--- src/rtl/riscv_pkg.sv ---
// Shared RISC-V front-end types: the fetch entry carried from fetch into decode
// and reused by later pipeline registers.
package riscv_pkg;

  localparam int XLEN_DEFAULT = 32;

  typedef struct packed {
    logic [XLEN_DEFAULT-1:0] inst;
    logic [XLEN_DEFAULT-1:0] pc;
    logic [XLEN_DEFAULT-1:0] pc4;
  } fetch_entry_t;

endpackage

--- src/rtl/fetch_queue.sv ---
// Fetch-to-decode queue: DEPTH-entry FIFO of {inst, pc, pc4} with flush on redirect.
// Head is read combinationally from storage, so an entry pushed into an empty queue is visible right after its edge.
module fetch_queue
  import riscv_pkg::*;
#(
  parameter int XLEN  = XLEN_DEFAULT,
  parameter int DEPTH = 4
) (
  input  logic                     clk,
  input  logic                     rst_n,
  input  logic                     flush,
  input  logic                     f_valid,
  output logic                     f_ready,
  input  logic [XLEN-1:0]          INST_F,
  input  logic [XLEN-1:0]          PC_F,
  input  logic [XLEN-1:0]          PC4_F,
  output logic                     d_valid,
  input  logic                     d_ready,
  output logic [XLEN-1:0]          INST_D,
  output logic [XLEN-1:0]          PC_D,
  output logic [XLEN-1:0]          PC4_D,
  output logic [$clog2(DEPTH):0]   count
);

  localparam int PW = $clog2(DEPTH);
  localparam int CW = PW + 1;

  // Storage is data only: never reset, masked at the outputs while empty.
  fetch_entry_t mem [DEPTH];

  logic [PW-1:0] wr_ptr;
  logic [PW-1:0] rd_ptr;
  logic [CW-1:0] cnt;
  logic          push;
  logic          pop;
  fetch_entry_t  head;

  // f_ready depends only on registered occupancy, never on d_ready.
  assign f_ready = (cnt != CW'(DEPTH));
  assign d_valid = (cnt != '0);
  assign push    = f_valid && f_ready;
  assign pop     = d_valid && d_ready;
  assign count   = cnt;
  assign head    = mem[rd_ptr];

  // Control state: reset beats flush, flush discards any same-cycle push/pop.
  always_ff @(posedge clk) begin
    if (!rst_n) begin
      wr_ptr <= '0;
      rd_ptr <= '0;
      cnt    <= '0;
    end else if (flush) begin
      wr_ptr <= '0;
      rd_ptr <= '0;
      cnt    <= '0;
    end else begin
      if (push) wr_ptr <= wr_ptr + 1'b1;
      if (pop)  rd_ptr <= rd_ptr + 1'b1;
      case ({push, pop})
        2'b10:   cnt <= cnt + 1'b1;
        2'b01:   cnt <= cnt - 1'b1;
        default: cnt <= cnt;
      endcase
    end
  end

  always_ff @(posedge clk) begin
    if (rst_n && !flush && push) begin
      mem[wr_ptr].inst <= INST_F;
      mem[wr_ptr].pc   <= PC_F;
      mem[wr_ptr].pc4  <= PC4_F;
    end
  end

  always_comb begin
    INST_D = '0;
    PC_D   = '0;
    PC4_D  = '0;
    if (d_valid) begin
      INST_D = head.inst;
      PC_D   = head.pc;
      PC4_D  = head.pc4;
    end
  end

endmodule

--- config.mk ---
export PLATFORM = sky130hd
export DESIGN_NAME = fetch_queue
export DESIGN_NICKNAME = d
export VERILOG_FILES = /design/src/rtl/riscv_pkg.sv /design/src/rtl/fetch_queue.sv
export SDC_FILE = /design/constraint.sdc
export NUM_CORES = 1
export LEC_CHECK = 0
export BUFFER_PORTS_ARGS = -buffer_cell sky130_fd_sc_hd__clkbuf_2
export CORE_MARGIN = 1.5
export CORE_UTILIZATION = 62
export DETAILED_ROUTE_END_ITERATION = 8
export PLACE_DENSITY = 0.85
export SLEW_MARGIN = 10
export SYNTH_ARGS = -nofsm -noshare
export SYNTH_HDL_FRONTEND = slang
export SYNTH_SLANG_ARGS = --single-unit
--- constraint.sdc ---
create_clock -name clk -period 5.7 [get_ports clk]
set_clock_uncertainty 0.2 [all_clocks]
set_input_delay 0.285 -clock clk [delete_from_list [all_inputs] [get_ports clk]]
set_output_delay 0.285 -clock clk [all_outputs]
set_load 0.02 [all_outputs]
==> results_dict.tcl, run 1 <==
set metrics [dict create \
    outcome "completed" \
    die_h_um 158 \
    placed_cell_area_um2 16300 \
    setup-violations-final 0 \
    max_clock_freq_mhz 301 \
    power.share.clock 0.393 \
    critPathArrivalTime_ns 2.84 \
    cts_buffers 38 \
    drt_drc_violations_left 0 \
    min_period_ns 3.32 \
    routed-via-count 7618 \
    intPower_mw 4.65 \
    timing.setup.critical_path_class "reg -> out" \
    crit_path_max_incr_delay_ns 1.01 \
    postLayoutCellArea_um2 18400 \
    routed_via_density 5.75 \
    cp-end-kind "primary output" \
    post_synth_inst_count 661 \
    dominant_cells_by_area_after_synthesis "sky130_fd_sc_hd__edfxtp_1 (77%), sky130_fd_sc_hd__mux4_2 (14%), sky130_fd_sc_hd__and2_1 (4.0%), sky130_fd_sc_hd__dfxtp_1 (1.2%), sky130_fd_sc_hd__buf_6 (0.45%)" \
    met2RoutedLength_um 15500 \
    yosys-top-cells-count "sky130_fd_sc_hd__edfxtp_1 (384), sky130_fd_sc_hd__and2_1 (96), sky130_fd_sc_hd__mux4_2 (96), sky130_fd_sc_hd__clkbuf_1 (15), sky130_fd_sc_hd__buf_2 (11)" \
    yosys.area.top_type_share 0.771 \
    detailedRoute.firstIterationViolations 650 \
    route.detailed.wl_per_inst_um 23.0 \
    synth.distinct_cells 25 \
    net-switching-power_mw 1.24 \
    seq_power_share 0.545 \
    yosys_warnings 0 \
    final_net_count 1084 \
    netSwitchingFraction 0.210 \
    most_frequent_cell_after_synthesis "sky130_fd_sc_hd__edfxtp_1" \
    worstHoldPathType "in -> reg" \
    clk_transition_reported_paths_ns 0.06 \
    ctsRootBufferMaster "sky130_fd_sc_hd__clkbuf_16" \
    power.combinational.fraction 0.062 \
    ys_seq_area_frac 0.783 \
    numPortBuffers 201 \
    maxUsedRoutingLayer "met4" \
    worst-slew-pin-transition_ns 1.14 \
    crit_path_cell_trace "buf_4 -> mux4_2 -> and2_1 -> clkbuf_2" \
    synth_async_sr_flop_share 0 \
    grt_start_max_net_pins 97 \
    maxCapViolations 0 \
    buffers_inserted_by_post_cts_timing_repair 0 \
    clock_sinks 393 \
    core_area_um2 23500 \
    crit_path_top_delay_cell "sky130_fd_sc_hd__dfxtp_4" \
    cts.repair.resized 0 \
    cellPowerDensity_nw_per_um2 320 \
    number_of_antenna_violations_at_the_first_check_in_global_routing 1 \
    final-seq-area_um2 11700 \
    layout-drive-gt1-share 0.362 \
    syn_to_final_growth_pct 23.3 \
    wl_met3_um 2430 \
    mappedNetlistNets 768 \
    number_of_levels_in_the_clock_h_tree 2 \
    grtUsageTotal 0.250 \
    chipWidth_um 158 \
    gpl.final_weighted_congestion 0.763 \
    netlist.top_cell.by_area "sky130_fd_sc_hd__edfxtp_1" \
    num_io_pins 202 \
    fillerInstances 1228 \
    postSynth.topFlopCell "sky130_fd_sc_hd__edfxtp_1" \
    synthesis.area_um2 14900 \
    footprint_of_the_multi_input_gates_um2 3050 \
    critical_path.max_fanout 70 \
    slew-limit-headroom 0.237 \
    syn-mean-instance-area_um2 22.6 \
    timing.critical_path.from_type "flop" \
    final_hold_viol_count 0 \
    edff_count_synth 384 \
    irDropWorstVdd_mv 0.238 \
    tritoncts "built" \
    grt_pass1_vias 7932 \
    rsz0062_at_grt "no" \
    clock_tree.buffer_depth 3 \
    cellLeakagePower_nw 6.32 \
    detail-route-antenna-nets 0 \
    std_cell_rows 56 \
    fin_crit_sh 0.583 \
    critical_path_required_ns 5.22 \
    firstDrtPassIters 5 \
    worstSkewPairLatency_ns 0.52 \
    initial_utilization 0.635 \
    ys_seq_elements 393 \
    dieArea_um2 25100 \
    grt_pass1_wl_um 45400 \
    dp_hpwl_um 16600 \
    detail_route.wirelength.met1_um 12100 \
    grt.overflow.total 0 \
    wirelength_um 30500 \
    timing.setup.tns_ns 0 \
    slew_violations 0 \
]
-- routing by layer --
layer  up-vias  global-route usage
met2       361               0.419
li1       3329                   -
met3        52              0.0471
met1      3876               0.350
met5         -                   0
met4         0              0.0579
-- cell usage in the layout, fill, tap and decap left out, types with 4 or more instances in the layout --
cell type / count
sky130_fd_sc_hd__clkbuf_1: 7
sky130_fd_sc_hd__dlygate4sd3_1: 101
sky130_fd_sc_hd__inv_1: 7
sky130_fd_sc_hd__dfxtp_1: 7
sky130_fd_sc_hd__nor2_1: 6
sky130_fd_sc_hd__clkinv_2: 7
sky130_fd_sc_hd__xor2_1: 4
sky130_fd_sc_hd__ha_1: 5
sky130_fd_sc_hd__and3_4: 4
sky130_fd_sc_hd__and2_1: 96
sky130_fd_sc_hd__clkbuf_2: 201
sky130_fd_sc_hd__mux4_2: 96
sky130_fd_sc_hd__edfxtp_1: 384
sky130_fd_sc_hd__clkinv_1: 9
sky130_fd_sc_hd__buf_4: 6
sky130_fd_sc_hd__clkbuf_16: 38
-- kinds of logic after synthesis --
kind of cell	share of synthesized area
AO/OA/AOI/OAI	0.00293
multiplexers	0.145
adder cells (fa/ha/maj)	0.00552
XOR/XNOR	0.00234
flip-flops	0.783
buffers and inverters	0.0141
AND/OR/NAND/NOR	0.0471
-- repair_timing --
item / in CTS / in global routing
hold buffers: 101 / 0
endpoints found under the setup margin: 0 / 0
hold endpoints to repair: 389 / 0
-- through the flow --
step,instances,setup slack [ns],power (mW),utilization,hold WS (ns)
after floorplan,661,1.63,3.44,-,0.184
after global placement,1155,2.71,3.56,0.691,0.298
after detailed placement,1155,2.62,3.58,0.691,0.307
after CTS,1325,2.32,5.92,0.783,0.298
after global routing,1326,2.27,6.06,0.783,0.320
final,1326,2.38,5.89,0.783,0.313
-- registers in the layout, summed over array words and instances, names as in the netlist, named ones only --
register  flops
rd_ptr        2
mem         384
count         3
wr_ptr        2
-- layout make-up --
| class | instances | area share |
|---|---|---|
| Clock inverter | 23 | 0.00849 |
| Sequential cell | 393 | 0.636 |
| Antenna cell | 1 | 0.000136 |
| Multi-Input combinational cell | 228 | 0.165 |
| Inverter | 7 | 0.00143 |
| Clock buffer | 46 | 0.0538 |
| Tap cell | 319 | 0.0217 |
| Timing Repair Buffer | 309 | 0.113 |
-- path summary, 6_finish.rpt --
check,from,to,slack (ns),cells past startpoint
hold reg to reg,wr_ptr[0]$_SDFFE_PP0P_,wr_ptr[0]$_SDFFE_PP0P_,0.34,2
setup / recovery,flop,PC4_D[1],2.38,4
setup reg to reg,count[0]$_SDFFE_PP0P_,mem[1][57]$_DFFE_PP_,2.56,4
hold / removal,PC4_F[20],mem[3][20]$_DFFE_PP_,0.31,2
-- worst max-delay path, delay by kind of cell (launching register included) --
kind	cells	cell delay, ns
buffers and inverters	2	0.69
DFF	1	1.01
muxes	1	0.39
and+or+nand+nor	1	0.20
-- power by group through the flow --
stage / clock network (mW) / registers (mW) / logic (mW)
global route: 2.46 / 3.21 / 0.390
detailed placement: 0 / 3.27 / 0.303
floorplan: 0 / 3.27 / 0.167
finish: 2.32 / 3.21 / 0.363
global placement: 0 / 3.27 / 0.294
CTS: 2.34 / 3.21 / 0.363
Note: power is estimated with default switching activity, not from simulation.
==> run 2: changes to the inputs <==
- CORE_UTILIZATION: 62 -> 57
- PLACE_DENSITY: 0.85 -> 0.79
- clock period: 5.7 -> 3.4 ns (I/O delays scaled with it)
==> run 2 against run 1 <==
Against the previous run:
- design area increased by 1.5%
- routed wire length decreased by 5.3%
- global-route usage decreased by 3.2 points
- count of clock-buffer cells in the layout increased by 6
- utilization decreased by 6.1 points
- sequential cell count unchanged
- combinational power increased by 69%
- die area increased by 8.6%
- setup slack got worse by 1.9 ns
- clock power increased by 69%
- critical path type is now reg -> reg
==> results_dict.tcl, run 2 (same netlist as run 1, synthesis figures left out) <==
set metrics [dict create \
    outcome "completed" \
    cts_buffers 40 \
    post-route-worst-setup-slack_ns 0.521 \
    timing.critical_path.from_type "flop" \
    core_area_um2 25900 \
    dieArea_um2 27200 \
    clk_transition_reported_paths_ns 0.06 \
    dp_hpwl_um 16400 \
    worstHoldPathType "in -> reg" \
    setup.reg_to_reg.worst_slack_ns 0.52 \
    routed_via_density 5.60 \
    setup-violations-final 0 \
    tritoncts "built" \
    min_period_ns 2.88 \
    timing.reg2reg.worst_path_depth 9 \
    intPower_mw 7.92 \
    route.detailed.wl_per_inst_um 21.3 \
    ctsRootBufferMaster "sky130_fd_sc_hd__clkbuf_16" \
    slew_violations 0 \
    maxCapViolations 0 \
    timing.critical_path.from "count[2]$_SDFFE_PP0P_" \
    critical_path.max_fanout 7 \
    dp_slack_ns 0.663 \
    irDropWorstVdd_mv 0.451 \
    seq_power_share 0.543 \
    wirelength_um 28900 \
    fin_crit_sh 0.847 \
    rsz0062_at_grt "no" \
    grt_start_max_net_pins 60 \
    detail-route-antenna-nets 0 \
    power.share.clock 0.396 \
    regToRegEndpoint "count[2]$_SDFFE_PP0P_" \
    layout-drive-gt1-share 0.362 \
    final_cell_mix "sky130_fd_sc_hd__edfxtp_1 (384), sky130_fd_sc_hd__clkbuf_2 (201), sky130_fd_sc_hd__dlygate4sd3_1 (105)" \
    net-switching-power_mw 2.00 \
    drt_drc_violations_left 0 \
    layout.core_utilization 0.722 \
    buffers_inserted_by_post_cts_timing_repair 0 \
    routed-via-count 7576 \
    largest_register_ff_count 384 \
    die_h_um 165 \
    initial_utilization 0.577 \
    cellLeakagePower_nw 6.44 \
    r2r_start "count[2]$_SDFFE_PP0P_" \
    chipWidth_um 165 \
    clock_tree.buffer_depth 3 \
    worstSkewPairLatency_ns 0.50 \
    grt_pass1_wl_um 44100 \
    numPortBuffers 201 \
    cp-end-kind "flop" \
    endpoint_of_the_worst_setup_timing_path "count[2]$_SDFFE_PP0P_" \
    grt_pass1_vias 7938 \
    clock_sinks 393 \
    registers.top_by_ff_count "mem" \
    timing.setup.tns_ns 0 \
    firstDrtPassIters 6 \
    max_clock_freq_mhz 347 \
    number_of_levels_in_the_clock_h_tree 2 \
    number_of_antenna_violations_at_the_first_check_in_global_routing 0 \
    gpl.final_weighted_congestion 0.753 \
    cellPowerDensity_nw_per_um2 530 \
    final_net_count 1099 \
    critPathArrivalTime_ns 3.11 \
    critical_path_required_ns 3.64 \
    slew-limit-headroom 0.507 \
    netSwitchingFraction 0.202 \
    detailedRoute.firstIterationViolations 598 \
    timing.setup.critical_path_class "reg -> reg" \
    power.combinational.fraction 0.062 \
    grtUsageTotal 0.218 \
    syn_to_final_growth_pct 25.1 \
    worst-slew-pin-transition_ns 0.740 \
    diodes 0 \
    std_cell_rows 59 \
    grt.overflow.total 0 \
    final_common_cell "sky130_fd_sc_hd__edfxtp_1" \
    num_io_pins 202 \
    cts.repair.resized 0 \
    final_hold_viol_count 0 \
]
## run 2: changes by cell type in the layout (fill, tap and decap cells not counted)
| cell | previous run | this run |
|---|---|---|
| sky130_fd_sc_hd__dlygate4sd3_1 | 101 | 105 |
| sky130_fd_sc_hd__clkinvlp_4 | 2 | 1 |
| sky130_fd_sc_hd__buf_12 | 1 | 12 |
| sky130_fd_sc_hd__clkinv_2 | 7 | 4 |
| sky130_fd_sc_hd__clkbuf_16 | 38 | 41 |
| sky130_fd_sc_hd__buf_4 | 6 | 4 |
| sky130_fd_sc_hd__clkbuf_8 | 1 | 0 |
| sky130_fd_sc_hd__inv_6 | 2 | 0 |
| sky130_fd_sc_hd__clkbuf_1 | 7 | 11 |
| sky130_fd_sc_hd__clkinv_1 | 9 | 8 |
| sky130_fd_sc_hd__clkinv_8 | 1 | 0 |
| sky130_fd_sc_hd__diode_2 | 1 | 0 |
## run 2: critical path: stages (launching register included)
cell,delay [ns]
sky130_fd_sc_hd__dfxtp_1,0.45
sky130_fd_sc_hd__or3b_1,0.44
sky130_fd_sc_hd__and2_0,0.29
sky130_fd_sc_hd__inv_1,0.11
sky130_fd_sc_hd__ha_1,0.20
sky130_fd_sc_hd__inv_1,0.07
sky130_fd_sc_hd__fa_1,0.39
sky130_fd_sc_hd__xor2_1,0.16
sky130_fd_sc_hd__or3_1,0.34
sky130_fd_sc_hd__a21oi_1,0.15
## run 2: final cells by class
class                           count  area (µm²)
Clock inverter                     15        96.3
Clock buffer                       52        1070
Timing Repair Buffer              322        2330
Fill cell                        1489        7210
Inverter                            7        26.3
Sequential cell                   393       11700
Tap cell                          335         419
Multi-Input combinational cell    228        3050
## run 2: how the worst min path moves through the flow
stage,depth (start not counted),slack (ns),end,start
after floorplan,0,0.07,mem[0][0]$_DFFE_PP_,PC4_F[0]
after global placement,1,0.19,mem[2][34]$_DFFE_PP_,PC_F[2]
after detailed placement,1,0.19,mem[1][14]$_DFFE_PP_,PC4_F[14]
after CTS,2,0.20,mem[3][32]$_DFFE_PP_,PC_F[0]
after global routing,2,0.22,mem[1][82]$_DFFE_PP_,INST_F[18]
final,2,0.23,mem[2][14]$_DFFE_PP_,PC4_F[14]
## run 2: what timing repair did
| action | CTS | global route |
|---|---|---|
| endpoints found under the setup margin | 0 | 0 |
| endpoints found under the hold margin | 393 | 0 |
| hold buffers | 105 | 0 |
## run 2: power groups by stage
| stage | Combinational, mW | Clock (mW) | Sequential (mW) |
|---|---|---|---|
| finish | 0.613 | 3.93 | 5.38 |
| global route | 0.665 | 4.19 | 5.38 |
| floorplan | 0.279 | 0 | 5.49 |
| global placement | 0.499 | 0 | 5.48 |
| detailed placement | 0.514 | 0 | 5.48 |
| CTS | 0.614 | 3.99 | 5.38 |
## run 2: routing by layer
metal | wire [µm] | GRT usage
met1 | 11900 | 0.306
met2 | 14500 | 0.356
met3 | 2030 | 0.0477
met4 | 435 | 0.0500
met5 | 0 | 0
## run 2: metrics by stage
stage / cell area (µm²) / hold slack (ns) / std cells / power, mW
after global routing: 18700 / 0.216 / 1352 / 10.2
final: 18700 / 0.230 / 1352 / 9.92
after detailed placement: 16500 / 0.188 / 1180 / 6.00
after global placement: 16500 / 0.186 / 1180 / 5.98
after floorplan: 15000 / 0.0689 / 661 / 5.77
after CTS: 18700 / 0.196 / 1352 / 9.99
==> run 3: changes to the inputs <==
- clock period: 3.4 -> 2.83 ns (I/O delays scaled with it)
==> run 3 against run 2 <==
Against the previous run:
- combinational power up 21%
- largest cell class unchanged
- sequential cell count unchanged
- clock power up 31%
- maximum frequency up 7.4%
- sequential share of layout area down 0.58 points
- first-iteration DRC count up 9.7%
- sequential power up 20%
- cell count up 0.59%
- total power up 24%
==> results_dict.tcl, run 3 (same netlist as run 1, synthesis figures left out) <==
set metrics [dict create \
    grt_pass1_vias 8063 \
    rsz0062_at_grt "no" \
    finalHoldWorstSlack_ns 0.196 \
    tritoncts "built" \
    core_area_um2 25900 \
    numPortBuffers 201 \
    layout.core_utilization 0.729 \
    critPathArrivalTime_ns 2.91 \
    maxCapViolations 0 \
    detail-route-antenna-nets 0 \
    routed_via_density 5.59 \
    setup-violations-final 0 \
    final_net_count 1104 \
    fin_crit_sh 0.947 \
    drt_drc_violations_left 0 \
    timing.setup.critical_path_class "reg -> reg" \
    worstHoldPathType "in -> reg" \
    final_cell_mix "sky130_fd_sc_hd__edfxtp_1 (384), sky130_fd_sc_hd__clkbuf_2 (201), sky130_fd_sc_hd__dlygate4sd3_1 (104)" \
    post-route-worst-setup-slack_ns 0.149 \
    registers.top_by_ff_count "mem" \
    slew-limit-headroom 0.606 \
    routed-via-count 7597 \
    number_of_levels_in_the_clock_h_tree 2 \
    largest_register_ff_count 384 \
    diodes 0 \
    detailedRoute.firstIterationViolations 656 \
    firstDrtPassIters 5 \
    slew_violations 0 \
    critical_path.max_fanout 7 \
    grt_start_max_net_pins 56 \
    worstSkewPairLatency_ns 0.51 \
    grt.overflow.total 0 \
    cellLeakagePower_nw 6.53 \
    cp-end-kind "flop" \
    timing.critical_path.from_type "flop" \
    final_hold_viol_count 0 \
    layout-drive-gt1-share 0.372 \
    cts_buffers 40 \
    max_clock_freq_mhz 373 \
    irDropWorstVdd_mv 0.831 \
    gpl.final_weighted_congestion 0.748 \
    grt_pass1_wl_um 44700 \
    syn_to_final_growth_pct 26.3 \
    std_cell_rows 59 \
    initial_utilization 0.577 \
    clock_tree.buffer_depth 3 \
    dp_slack_ns 0.279 \
    route.detailed.wl_per_inst_um 21.8 \
    cellPowerDensity_nw_per_um2 654 \
    dp_hpwl_um 16500 \
    chipWidth_um 165 \
    dieArea_um2 27200 \
    number_of_antenna_violations_at_the_first_check_in_global_routing 0 \
    clock_sinks 393 \
    worst-slew-pin-transition_ns 0.591 \
    buffers_inserted_by_post_cts_timing_repair 0 \
    final_common_cell "sky130_fd_sc_hd__edfxtp_1" \
    num_io_pins 202 \
    min_period_ns 2.68 \
    clk_transition_reported_paths_ns 0.06 \
    wirelength_um 29700 \
    ctsRootBufferMaster "sky130_fd_sc_hd__clkbuf_16" \
    critical_path_required_ns 3.06 \
    outcome "completed" \
    grtUsageTotal 0.222 \
    die_h_um 165 \
]
-- run 3: power by group --
group / total [mW] / switching, mW / internal (mW)
Clock: 5.14 / 2.01 / 3.13
Combinational: 0.740 / 0.406 / 0.333
Sequential: 6.47 / 0.0221 / 6.45
-- run 3: stage by stage --
stage | power [mW] | cells | instance area (µm²) | TNS, ns
after CTS | 12.4 | 1360 | 18900 | 0
after detailed placement | 7.21 | 1186 | 16500 | 0
final | 12.4 | 1360 | 18900 | 0
after global routing | 12.7 | 1360 | 18900 | 0
after global placement | 7.19 | 1186 | 16500 | 0
after floorplan | 6.93 | 661 | 15000 | -58.20
-- run 3: worst max-delay path, cell delays in order (launching register included) --
cell and delay [ns]:
sky130_fd_sc_hd__dfxtp_1 0.37, sky130_fd_sc_hd__or3b_1 0.46, sky130_fd_sc_hd__and2_0 0.20, sky130_fd_sc_hd__inv_1 0.07, sky130_fd_sc_hd__ha_1 0.20, sky130_fd_sc_hd__inv_1 0.08
sky130_fd_sc_hd__fa_1 0.38, sky130_fd_sc_hd__xor2_1 0.17, sky130_fd_sc_hd__or3_1 0.34, sky130_fd_sc_hd__a21oi_1 0.15
-- run 3: layout make-up --
type                    instances  area [µm²]
clock buffers                  51        1070
clock inverters                19         218
fillers                      1482        7030
inverters                       7        26.3
multi-input cells             228        3050
flip-flops and latches        393       11700
well taps                     335         419
repair buffers                327        2370
-- run 3: path summary, 6_finish.rpt --
path,from,cells after the start,endpoint,slack (ns)
min,INST_F[18],2,mem[1][82]$_DFFE_PP_,0.20
max reg2reg,count[1]$_SDFFE_PP0P_,9,count[2]$_SDFFE_PP0P_,0.15
max,count[1]$_SDFFE_PP0P_,9,count[2]$_SDFFE_PP0P_,0.15
min reg2reg,wr_ptr[0]$_SDFFE_PP0P_,2,wr_ptr[0]$_SDFFE_PP0P_,0.31
-- run 3: metal layers --
layer	share of wire	track usage	vias up
met4	0.017	0.0495	0
met1	0.40	0.292	3892
met5	0	0	-
met3	0.075	0.0558	35
li1	-	-	3369
met2	0.51	0.378	301
-- run 3: timing repair --
item,CTS,global route
hold endpoints to repair,393,0
setup endpoints to repair,0,1
resized for setup,0,1
hold buffers,104,0
